--- src/rtl/apb_register_bank.sv ---
// APB slave holding the CTRL/DATA_IN/CODEWORD_WIDTH/NOISE configuration registers.
// It launches core operations on CTRL writes and stalls writes while an operation is in flight.
module apb_register_bank #(
  parameter int DATA_WIDTH      = 32,
  parameter int AMBA_ADDR_WIDTH = 20,
  parameter int AMBA_WORD       = 32,
  parameter int TIMEOUT         = 1024
) (
  input  logic                       clk,
  input  logic                       rst,
  input  logic [AMBA_ADDR_WIDTH-1:0] PADDR,
  input  logic                       PSEL,
  input  logic                       PENABLE,
  input  logic                       PWRITE,
  input  logic [AMBA_WORD-1:0]       PWDATA,
  output logic [AMBA_WORD-1:0]       PRDATA,
  output logic                       PREADY,
  output logic                       RegistersW,
  output logic                       RegistersR,
  output logic [AMBA_WORD-1:0]       ctrl,
  output logic [AMBA_WORD-1:0]       data_in,
  output logic [AMBA_WORD-1:0]       codeword_width,
  output logic [AMBA_WORD-1:0]       noise,
  output logic                       start,
  output logic                       busy,
  output logic                       timeout_err,
  input  logic                       operation_done
);

  localparam int CW = $clog2(TIMEOUT);
  localparam logic [CW-1:0] LAST = CW'(TIMEOUT - 1);

  typedef enum logic [1:0] {IDLE, SETUP, ACCESS} apb_state_t;

  apb_state_t           state;
  logic [CW-1:0]        cnt;
  logic [1:0]           sel;
  logic                 in_xfer;
  logic                 wr_done;
  logic                 rd_done;
  logic                 rd_setup;
  logic                 ctrl_wr;
  logic                 start_req;
  logic [AMBA_WORD-1:0] rdata;
  logic                 unused_ok;

  assign sel       = PADDR[3:2];
  assign unused_ok = ^{PADDR[AMBA_ADDR_WIDTH-1:4], PADDR[1:0]} ^ (DATA_WIDTH > 0);

  assign PREADY    = PWRITE ? ~busy : 1'b1;

  // The registered state lags the bus by one phase: SETUP/ACCESS are the
  // first and stalled cycles of the bus access phase, so a completion is only
  // honoured once a setup phase has been seen (abandoned transfers are ignored).
  assign in_xfer   = (state != IDLE);
  assign wr_done   = PSEL & PENABLE & PWRITE & PREADY & in_xfer;
  assign rd_done   = PSEL & PENABLE & ~PWRITE & in_xfer;
  assign rd_setup  = PSEL & ~PENABLE & ~PWRITE;
  assign ctrl_wr   = wr_done & (sel == 2'b00);
  assign start_req = ctrl_wr & (PWDATA[1:0] != 2'b11);

  always_comb begin
    rdata = '0;
    case (sel)
      2'b00:   rdata = ctrl;
      2'b01:   rdata = data_in;
      2'b10:   rdata = codeword_width;
      default: rdata = noise;
    endcase
  end

  always_ff @(posedge clk or negedge rst) begin
    if (!rst) begin
      state          <= IDLE;
      cnt            <= '0;
      PRDATA         <= '0;
      RegistersW     <= 1'b0;
      RegistersR     <= 1'b0;
      ctrl           <= '0;
      data_in        <= '0;
      codeword_width <= '0;
      noise          <= '0;
      start          <= 1'b0;
      busy           <= 1'b0;
      timeout_err    <= 1'b0;
    end else begin
      case (state)
        IDLE: begin
          if (PSEL && !PENABLE) state <= SETUP;
        end
        SETUP: begin
          if (!PSEL)                state <= IDLE;
          else if (!PENABLE)        state <= SETUP;
          else if (PREADY)          state <= IDLE;
          else                      state <= ACCESS;
        end
        ACCESS: begin
          if (!PSEL || PREADY)      state <= IDLE;
        end
        default: state <= IDLE;
      endcase

      RegistersW <= wr_done;
      RegistersR <= rd_done;
      start      <= start_req;

      if (rd_setup) PRDATA <= rdata;

      if (wr_done) begin
        case (sel)
          2'b00:   ctrl           <= PWDATA;
          2'b01:   data_in        <= PWDATA;
          2'b10:   codeword_width <= PWDATA;
          default: noise          <= PWDATA;
        endcase
      end

      if (ctrl_wr) timeout_err <= 1'b0;

      // A CTRL write can only complete while idle, so it never races the watchdog.
      if (start_req) begin
        busy <= 1'b1;
        cnt  <= '0;
      end else if (busy) begin
        if (operation_done) begin
          busy <= 1'b0;
          cnt  <= '0;
        end else if (cnt == LAST) begin
          busy        <= 1'b0;
          cnt         <= '0;
          timeout_err <= 1'b1;
        end else begin
          cnt <= cnt + 1'b1;
        end
      end
    end
  end

endmodule
--- config.mk ---
export PLATFORM = sky130hd
export DESIGN_NAME = apb_register_bank
export DESIGN_NICKNAME = d
export VERILOG_FILES = /design/src/rtl/apb_register_bank.sv
export SDC_FILE = /design/constraint.sdc
export NUM_CORES = 1
export LEC_CHECK = 0
export BUFFER_PORTS_ARGS = -buffer_cell sky130_fd_sc_hd__buf_4
export CAP_MARGIN = 30
export CORE_ASPECT_RATIO = 1.75
export CORE_UTILIZATION = 48
export DETAILED_ROUTE_END_ITERATION = 10
export PLACE_DENSITY_LB_ADDON = 0.1
export SLEW_MARGIN = 20
export SYNTH_ARGS = -nofsm -noshare
export SYNTH_HDL_FRONTEND = slang
export SYNTH_SLANG_ARGS = --single-unit
--- constraint.sdc ---
create_clock -name clk -period 5.3 [get_ports clk]
set_input_delay 0.265 -clock clk [delete_from_list [all_inputs] [get_ports clk]]
set_output_delay 0.265 -clock clk [all_outputs]
set_load 0.01 [all_outputs]
==> run_results.csv <==
group,metric,value,unit
outcome,status,"complete, no violations",
power_and_ir_drop,ir_worst_vdd,0.0002363,V
yosys,syn-cell-area,0.007605,mm2
hold_path,worstHoldStart,"PWRITE",
die,die_width,97.15,um
sta,min_period,2852,ps
clock_tree,cts_sinks,177,
clock_tree,clk_path_buf_depth,2,
layout,syn_to_final_growth,29.88,%
sta,setup_ws,2448,ps
worst_setup_path,path_cells,"nand2b_1 > or2_4 > nor3b_4 > buf_4 > mux2_2",
routing,drt-initial-drc-count,194,
sta,setup_tns,0,ps
routing,antenna_left,0,
worst_setup_path,path_buf_inv,1,
routing,totalWireLength,18.54,mm
worst_setup_path,slowest_delay,750,ps
sta,fin_crit_sh,53.81,%
yosys,ys_seq_elements,177,
clock_tree,path_clk_slew,70,ps
routing,viasPerCell,5.634,
placement,dp_cells,841,
yosys,synth_top_area_share,58.24,%
worst_setup_path,required,5610,ps
clock_tree,cts_tree,"done",
clock_tree,cts_max_level,4,
sta,rsz0062_at_grt,"no",
grt,antenna_found_initial,0,
yosys,ys_types,40,
routing,drc,0,
worst_setup_path,rr_worst_depth,5,
layout,diodes,0,
die,dieArea,0.01637,mm2
placement,post-place-ws,2435,ps
routing,wl_per_cell,21.19,um
worst_setup_path,r2r-end,"data_in[29]",
worst_setup_path,slowest_stage,"nor3b_4",
placement,numPortBuffers,205,
die,die_h,168.5,um
layout,drive_gt1_share,64.01,%
worst_setup_path,crit_path_start_kind,"flip-flop",
yosys,synth_top_area_cell,"dfrtp_1",
sta,clock.fmax,350.6,MHz
hold_path,min_to,"RegistersR",
routing,vias,4930,
worst_setup_path,r2r-start,"busy",
yosys,ys_top_cells_by_area,"dfrtp_1 (58%), mux2_2 (23%), mux4_2 (9.5%), buf_2 (0.99%), buf_6 (0.89%)",
yosys,ys_warn_count,0,
layout,instances_no_fill,875,
sta,worst_pin_slew,930.2,ps
hold_path,holdCritPathClass,"primary input to flip-flop",
worst_setup_path,end_kind,"flip-flop",
grt,grt.overflow.total,0,
clock_tree,cts_resized,0,
layout,fin_nets,735,
die,rows,60,
yosys,synth_nets,529,
sta,hold_ws,36.23,ps
job,maxCapViolations,0,
sta,hold_viol,0,
die,start_util,49.17,%
clock_tree,clock_latency,430,ps
yosys,ys_seq_area_share,58.24,%
clock_tree,cts_root_buf,"clkbuf_16",
placement,dp_hpwl,12.17,mm
worst_setup_path,worstSetupPathType,"flip-flop to flip-flop",
yosys,synthesis.instances,470,
worst_setup_path,critPathMaxFanout,20,
grt,grtUsageTotal,23.55,%
routing,dr.pass1.iters,4,
sta,finClkSkew,10.79,ps
grt,grt_pass1_wl,29.34,mm
placement,gp_congestion,0.7627,
worst_setup_path,cp.arrival,3160,ps
grt,grt_max_degree,80,
sta,slew_viol_final,0,
clock_tree,cts_buffers,17,
die,num_io_pins,224,
hold_path,hold_depth,2,
die,core,0.01546,mm2
worst_setup_path,reg2reg_slack,2450,ps
sta,slew-limit-headroom,37.86,%
power_and_ir_drop,p_per_area,366.2,mW/mm2
yosys,syn_avg_cell_area,16.18,um2
sta,finalSetupViolCount,0,
grt,grt_pass1_vias,5243,
power_and_ir_drop,power.leakage,4.906,nW
worst_setup_path,crit_family,"simple AND/OR/NAND/NOR gates",
layout,nFillCells,1206,
cell usage in the layout, fill, tap and decap left out, types with 3 or more instances in the layout:
cell type | netlist | routed
or3_1 | 3 | 3
o21ai_0 | 4 | 4
inv_8 | 0 | 4
clkinv_4 | 0 | 3
a31oi_1 | 5 | 5
nand2_1 | 13 | 13
inv_6 | 0 | 3
mux2_1 | 6 | 6
clkbuf_16 | 0 | 17
buf_4 | 0 | 210
a21oi_1 | 7 | 7
mux4_2 | 32 | 32
clkinvlp_4 | 0 | 3
nor2_1 | 5 | 5
mux2_2 | 155 | 155
nand3_1 | 5 | 5
dfrtp_1 | 177 | 177
worst max path at each step:
stage / startpoint / end / slack [ps] / depth (start not counted)
3_5_place_dp: busy / data_in[17] / 2430 / 5
5_1_grt: busy / data_in[29] / 2330 / 5
6_report: busy / data_in[29] / 2450 / 5
3_3_place_gp: PADDR[2] / data_in[20] / 2460 / 4
2_1_floorplan: busy / data_in[18] / 3460 / 5
4_1_cts: busy / data_in[29] / 2410 / 5
where the power goes:
part | switching [mW] | leakage [nW] | internal [mW] | total (mW)
clock network | 0.563 | 0.268 | 0.632 | 1.20
registers | 0.135 | 2.34 | 1.54 | 1.67
logic | 0.309 | 2.30 | 0.439 | 0.748
total | 1.01 | 4.91 | 2.61 | 3.62
stage by stage:
| stage | area, um2 | utilization (%) | power [mW] |
|---|---|---|---|
| finish | 9877 | 63.87 | 3.617 |
| global route | 9877 | 63.87 | 3.779 |
| CTS | 9846 | 63.67 | 3.650 |
| detailed placement | 9273 | 59.96 | 2.456 |
| global placement | 9273 | 59.96 | 2.426 |
| floorplan | 7605 | - | 2.023 |
worst reg2reg max path, stage by stage, from the launching register on:
cell and delay [ps]:
dfrtp_1 540, nand2b_1 280, or2_4 310, nor3b_4 750, buf_4 480, mux2_2 390
routing by layer:
metal / global-route usage [%] / wire length (um) / vias up
met3: 5.987 / 1001 / 22
met5: 0 / 0 / -
met4: 8.566 / 374 / 0
met1: 26.45 / 6766 / 2588
li1: - / - / 2164
met2: 42.87 / 10400 / 156
cells by family after synthesis:
kind of cell	count (synthesis)	synth area share [%]
buffers and inverters	30	2.320
multiplexers	193	33.32
AND/OR/NAND/NOR	46	3.916
adder cells (fa/ha/maj)	1	0.1645
AO/OA/AOI/OAI	23	2.040
flip-flops	177	58.24
synth_stat cells, drive strengths merged:
| cell | instances |
|---|---|
| dfrtp | 177 |
| mux2 | 161 |
| mux4 | 32 |
| buf | 23 |
| nand2 | 13 |
| a21oi | 7 |
| nand3 | 6 |
| a31oi | 5 |
| nor2 | 5 |
| nor3b | 5 |
| clkbuf | 4 |
| o21ai | 4 |
| inv | 3 |
| or3 | 3 |
| nand2b | 2 |
| nand4 | 2 |
| nor4 | 2 |
| o211ai | 2 |
| or2 | 2 |
| a21boi | 1 |
| a21o | 1 |
| a32oi | 1 |
| a41oi | 1 |
| and3 | 1 |
| and4 | 1 |
| ha | 1 |
| nand3b | 1 |
| nor2b | 1 |
| nor3 | 1 |
| o32ai | 1 |
| or4 | 1 |
what timing repair did:
item | 4_1_cts | 5_1_grt
setup buffers | 0 | 0
endpoints found under the hold margin | 23 | 0
hold buffers | 1 | 0
setup endpoints to repair | 0 | 0
layout make-up:
| type | instances | area, um2 | share of cell area [%] |
|---|---|---|---|
| Sequential cell | 177 | 4429 | 44.84 |
| Multi-Input combinational cell | 263 | 3004 | 30.42 |
| Timing Repair Buffer | 214 | 1637 | 16.57 |
| Clock buffer | 19 | 442.9 | 4.484 |
| Tap cell | 186 | 232.7 | 2.356 |
| Clock inverter | 13 | 120.1 | 1.216 |
| Inverter | 3 | 11.26 | 0.1140 |
flip-flops by register name, summed over array words and instances (netlist names):
signal          count
start               1
busy                1
RegistersR          1
noise              32
PRDATA             32
ctrl               32
timeout_err         1
cnt                10
codeword_width     32
state               2
data_in            32
RegistersW          1
No activity file was read; power rests on OpenSTA's default activity.
